==> src/rtl/tinyalu_cmd_ctrl.sv <==
// Generic FIFO: circular buffer with occupancy count; the head is visible combinationally.
// Latency: a push is visible at the head one edge later. Backpressure: the caller must not push when count == DEPTH.
module tinyalu_fifo #(
  parameter int DEPTH = 4,
  parameter int W     = 8,
  localparam int AW   = $clog2(DEPTH)
) (
  input  logic          clk,
  input  logic          reset_n,
  input  logic          push,
  input  logic [W-1:0]  push_dat,
  input  logic          pop,
  output logic [W-1:0]  head_dat,
  output logic [AW:0]   count
);
  logic [W-1:0]  mem [DEPTH];
  logic [AW-1:0] wr_ptr;
  logic [AW-1:0] rd_ptr;

  assign head_dat = mem[rd_ptr];

  always_ff @(posedge clk) begin
    if (push) mem[wr_ptr] <= push_dat;
  end

  always_ff @(posedge clk or negedge reset_n) begin
    if (!reset_n) begin
      wr_ptr <= '0;
      rd_ptr <= '0;
      count  <= '0;
    end else begin
      if (push) wr_ptr <= wr_ptr + AW'(1);
      if (pop)  rd_ptr <= rd_ptr + AW'(1);
      case ({push, pop})
        2'b10:   count <= count + (AW+1)'(1);
        2'b01:   count <= count - (AW+1)'(1);
        default: count <= count;
      endcase
    end
  end
endmodule

// Command front-end for one tinyalu: queues commands and runs start/done one command at a time.
// Latency: start rises one edge after a push into an empty FIFO. Backpressure: cmd_ready drops when full; rsp stalls the ALU.
module tinyalu_cmd_ctrl #(
  parameter int DEPTH   = 4,
  parameter int TIMEOUT = 16
) (
  input  logic                     clk,
  input  logic                     reset_n,
  input  logic                     cmd_valid,
  output logic                     cmd_ready,
  input  logic [7:0]               cmd_a,
  input  logic [7:0]               cmd_b,
  input  logic [2:0]               cmd_op,
  output logic [7:0]               alu_A,
  output logic [7:0]               alu_B,
  output logic [2:0]               alu_op,
  output logic                     alu_start,
  input  logic                     alu_done,
  input  logic [15:0]              alu_result,
  output logic                     rsp_valid,
  input  logic                     rsp_ready,
  output logic [15:0]              rsp_result,
  output logic                     rsp_timeout,
  output logic [$clog2(DEPTH):0]   fifo_count,
  output logic                     busy,
  output logic [7:0]               err_count
);
  localparam int CW = $clog2(DEPTH) + 1;
  localparam int TW = $clog2(TIMEOUT);

  typedef struct packed {
    logic [2:0] op;
    logic [7:0] b;
    logic [7:0] a;
  } cmd_t;

  typedef enum logic [1:0] {IDLE, BUSY, RESP} state_t;

  state_t        state, state_nxt;
  cmd_t          push_dat, head_dat;
  logic          push, pop, take_done, take_to, rsp_ack;
  logic [TW-1:0] timer;

  assign cmd_ready = (fifo_count != CW'(DEPTH));
  assign push      = cmd_valid & cmd_ready;
  assign push_dat  = '{op: cmd_op, b: cmd_b, a: cmd_a};

  tinyalu_fifo #(.DEPTH(DEPTH), .W($bits(cmd_t))) u_fifo (
    .clk      (clk),
    .reset_n  (reset_n),
    .push     (push),
    .push_dat (push_dat),
    .pop      (pop),
    .head_dat (head_dat),
    .count    (fifo_count)
  );

  always_comb begin
    state_nxt = state;
    pop       = 1'b0;
    take_done = 1'b0;
    take_to   = 1'b0;
    rsp_ack   = 1'b0;
    case (state)
      IDLE: begin
        if (fifo_count != '0) begin
          pop       = 1'b1;
          state_nxt = BUSY;
        end
      end
      BUSY: begin
        // done takes priority over a timeout expiring on the same edge
        if (alu_done) begin
          take_done = 1'b1;
          state_nxt = RESP;
        end else if (timer == TW'(TIMEOUT - 1)) begin
          take_to   = 1'b1;
          state_nxt = RESP;
        end
      end
      RESP: begin
        if (rsp_valid && rsp_ready) begin
          rsp_ack   = 1'b1;
          state_nxt = IDLE;
        end
      end
      default: state_nxt = IDLE;
    endcase
  end

  always_ff @(posedge clk or negedge reset_n) begin
    if (!reset_n) begin
      state       <= IDLE;
      timer       <= '0;
      alu_A       <= '0;
      alu_B       <= '0;
      alu_op      <= '0;
      alu_start   <= 1'b0;
      rsp_valid   <= 1'b0;
      rsp_result  <= '0;
      rsp_timeout <= 1'b0;
      busy        <= 1'b0;
      err_count   <= '0;
    end else begin
      state <= state_nxt;
      busy  <= (state_nxt != IDLE);
      if (pop) begin
        alu_A     <= head_dat.a;
        alu_B     <= head_dat.b;
        alu_op    <= head_dat.op;
        alu_start <= 1'b1;
        timer     <= '0;
      end else if (state == BUSY) begin
        timer <= timer + TW'(1);
      end
      if (take_done || take_to) begin
        alu_start   <= 1'b0;
        rsp_valid   <= 1'b1;
        rsp_result  <= take_done ? alu_result : 16'h0000;
        rsp_timeout <= take_to;
      end
      if (take_to && err_count != 8'hFF) err_count <= err_count + 8'd1;
      if (rsp_ack) rsp_valid <= 1'b0;
    end
  end
endmodule

==> config.mk <==
export PLATFORM = sky130hd
export DESIGN_NAME = tinyalu_cmd_ctrl
export DESIGN_NICKNAME = d
export VERILOG_FILES = /design/src/rtl/tinyalu_cmd_ctrl.sv
export SDC_FILE = /design/constraint.sdc
export NUM_CORES = 1
export LEC_CHECK = 0
export ABC_AREA = 0
export CAP_MARGIN = 10
export CORE_AREA = 2 2 109 111
export DETAILED_ROUTE_END_ITERATION = 6
export DIE_AREA = 0 0 111 113
export PLACE_DENSITY = 0.85
export SETUP_SLACK_MARGIN = 0.5
export SLEW_MARGIN = 40
export SYNTH_ARGS = -nofsm -noshare
export SYNTH_HDL_FRONTEND = slang
export SYNTH_SLANG_ARGS = --single-unit
==> constraint.sdc <==
create_clock -name clk -period 2.05 [get_ports clk]
set_input_delay 0.41 -clock clk [delete_from_list [all_inputs] [get_ports clk]]
set_output_delay 0.41 -clock clk [all_outputs]
set_load 0.02 [all_outputs]
==> flow_metrics.py <==
metrics = {
    "outcome": {
        "status": "completed",
    },
    "synth": {
        "synthArstFlopShare": 0.441,
        "yosys-top-cells-count": "76 x edfxtp_1, 67 x nand2_1, 60 x dfrtp_1, 19 x mux4_2, 16 x a22o_1",
        "synthTopCellsByArea": "edfxtp_1 43%, dfrtp_1 28%, mux4_2 8.1%",
        "avgSynthCellArea_um2": 15.8,
        "yosysTopAreaCell": "edfxtp_1",
        "syn-num-nets": 381,
        "yosys_warnings": 0,
        "synth_top_area_frac": 0.433,
        "ys_seq_area_frac": 0.717,
        "syn_area_mm2": 0.00528,
        "ys_types": 39,
        "ys_ff_latch": 136,
        "synth-edff-count": 76,
        "synth_top_flop_cell": "edfxtp_1",
        "synthMostInstantiatedCell": "edfxtp_1",
        "synth_cells": 333,
    },
    "setup_path": {
        "path_cells": "nor3_2, or3_4, inv_4, ha_4, inv_2, fa_2, xor2_1, nor2_1, xor2_1",
        "crit_arrival_ps": 2140,
        "worstSetupStartpointType": "flip-flop",
        "r2r-start": "u_fifo.count[0]",
        "path_class": "flip-flop to flip-flop",
        "critPathMaxFanout": 4,
        "cp_slowest_cell": "dfrtp_2",
        "cp-end-kind": "flip-flop",
        "critPathMaxStageDelay_ps": 400,
        "path_common_cell": "xor2_1",
        "crit_required_ps": 2340,
        "crit_start": "u_fifo.count[0]",
    },
    "global_route": {
        "grt_pass1_vias": 3382,
        "grt_use_total": 0.181,
        "gr-total-overflow": 0,
        "grt_pass1_wl_mm": 17.3,
        "grt_max_degree": 61,
        "antenna_found_initial": 1,
    },
    "sta": {
        "hold_viol": 0,
        "final_max_slew_viol_count": 0,
        "final.setup_skew_ps": 11.5,
        "timing.final.crit_share": 0.903,
        "fin_crit_ps": 1850,
        "relSlewSlack": 0.733,
        "clock.fmax_mhz": 540,
        "setup_viol": 0,
        "fin_hold_ws_ps": 17.3,
        "rsz0062_at_grt": "yes",
        "worst_pin_slew_ps": 396,
    },
    "die": {
        "dieArea_mm2": 0.0125,
        "start_util": 0.468,
        "rows": 39,
        "core_mm2": 0.0113,
        "die_h_um": 113,
        "ios": 91,
        "die_x_um": 111,
    },
    "place": {
        "place_congestion": 0.763,
        "dp.cells": 571,
        "detailed_place_hpwl_mm": 6.58,
        "port_buffers": 90,
    },
    "detailed_routing": {
        "avgViaCountPerCell": 5.10,
        "wirelength_met1_mm": 4.36,
        "wl_met2_mm": 5.61,
        "drc": 0,
        "postRouteAntennaNets": 0,
        "drt_iter0_drc": 113,
        "vias": 3162,
        "wl_met3_um": 479,
        "dr.pass1.iters": 4,
        "top_layer": "met4",
        "wire_per_inst_um": 17.1,
        "wirelength_mm": 10.6,
    },
    "layout": {
        "final_nets": 512,
        "area_growth_pct": 37.8,
        "drive_gt1_frac": 0.286,
        "fin_cells": 620,
    },
    "power": {
        "p_int_mw": 7.45,
        "p_seq_frac": 0.371,
        "power_mw": 11.1,
        "power_leakage_nw": 2.96,
        "p_clk_frac": 0.264,
        "p_sw_mw": 3.66,
        "power_density_mw_per_mm2": 1530,
        "ir_drop_mv": 0.869,
        "power_frac_comb": 0.365,
        "switching_share": 0.329,
    },
    "cts": {
        "htree_levels": 4,
        "cts_made_buffers": 17,
        "clk_pin_slew_ps": 60,
        "clockBufferDepth": 2,
        "cts_tree": "done",
        "ctsRootBufferMaster": "clkbuf_16",
        "numClockSinks": 136,
        "hold_buffers": 0,
        "clock_latency_ps": 410,
    },
    "hold_path": {
        "hold_class": "primary input to async pin",
    },
    "run": {
        "cap_violations": 0,
    },
}
## cell type report
type                            instances  area (µm²)
Tap cell                              143         179
Multi-Input combinational cell        175        1470
Inverter                                8        32.5
Clock inverter                         13         148
Timing Repair Buffer                  126        1210
Fill cell                             823        4000
Antenna cell                            1        2.50
Sequential cell                       136        3790
Clock buffer                           18         429
## power by group through the flow
stage                     sequential, mW  combinational, mW  clock [mW]
final                               4.12               4.06        2.93
after global routing                4.21               4.42        3.13
after CTS                           4.13               3.98        3.00
after detailed placement            4.20               4.09           0
after global placement              4.14               3.98           0
after floorplan                     4.60               2.01           0
## logic make-up (layout without fill, tap and decap cells)
kind of cell               after synthesis  count (layout)  synth area share
adders and majority gates                8               8            0.0204
AOI/OAI and AO/OA                       34              34            0.0474
and+or+nand+nor                        100             100            0.0859
muxes                                   25              25            0.0944
buffers and inverters                   22             165            0.0213
other                                    0               1                 0
DFF                                    136             136             0.717
xor gates and xnor gates                 8               8            0.0133
## placed cells by master (no fill, tap or decap), types with 5 or more instances in the layout
cell type,synthesis,layout
a21oi_1,7,7
a22o_1,16,16
buf_12,0,6
buf_2,6,5
buf_4,2,28
clkbuf_16,0,17
clkdlybuf4s15_1,0,25
clkdlybuf4s15_2,0,6
clkdlybuf4s50_1,0,38
dfrtp_1,60,51
dfrtp_2,0,9
dlygate4sd2_1,0,12
edfxtp_1,76,76
mux4_2,19,19
nand2_1,67,67
nor2_1,5,5
xnor2_1,5,5
## stage by stage
step                      cell area, µm²   util  setup slack [ps]  TNS, ps
after floorplan                     5340      -             -28.0    -28.0
after global placement              6540  0.580              9.06        0
after detailed placement            6540  0.580             -40.4    -40.4
after CTS                           7190  0.638               176        0
after global routing                7270  0.645               116        0
final                               7270  0.645               199        0
## critical path, delay by kind of cell (launching register included)
kind                       cells  cell delay [ps]
buffers and inverters          2              100
adders and majority gates      2              440
xor gates and xnor gates       2              310
and+or+nand+nor                3              470
DFF                            1              400
## repair_timing
item | 4_1_cts | 5_1_grt
buffers inserted | 11 | 6
pin swaps | 3 | 7
gates resized for setup | 94 | 38
endpoints found under the setup margin | 87 | 57
## flip-flops by register name, indices dropped and copies added, names as in the netlist
signal         cells
u_fifo.rd_ptr      2
alu_start          1
u_fifo.wr_ptr      2
timer              4
u_fifo.mem        76
rsp_result        16
err_count          8
rsp_valid          1
u_fifo.count       3
alu_B              8
busy               1
alu_op             3
state              2
rsp_timeout        1
alu_A              8
## per-layer routing
| metal | GRT usage | vias to the layer above |
|---|---|---|
| met5 | 0 | - |
| met4 | 0.0650 | 0 |
| met3 | 0.0611 | 11 |
| met2 | 0.319 | 79 |
| met1 | 0.209 | 1581 |
| li1 | - | 1491 |
## final timing paths
path                                    endpoint  slack, ps  depth (start not counted)
worst min-delay path                    alu_A[0]         20                          2
max in group asynchronous       u_fifo.rd_ptr[0]       1760                          2
worst min register to register          alu_A[2]        470                          2
min in group clk                        alu_A[2]        470                          2
worst max register to register   u_fifo.count[2]        200                          9
worst max-delay path             u_fifo.count[2]        200                          9
(Power assumes the default switching activity.)
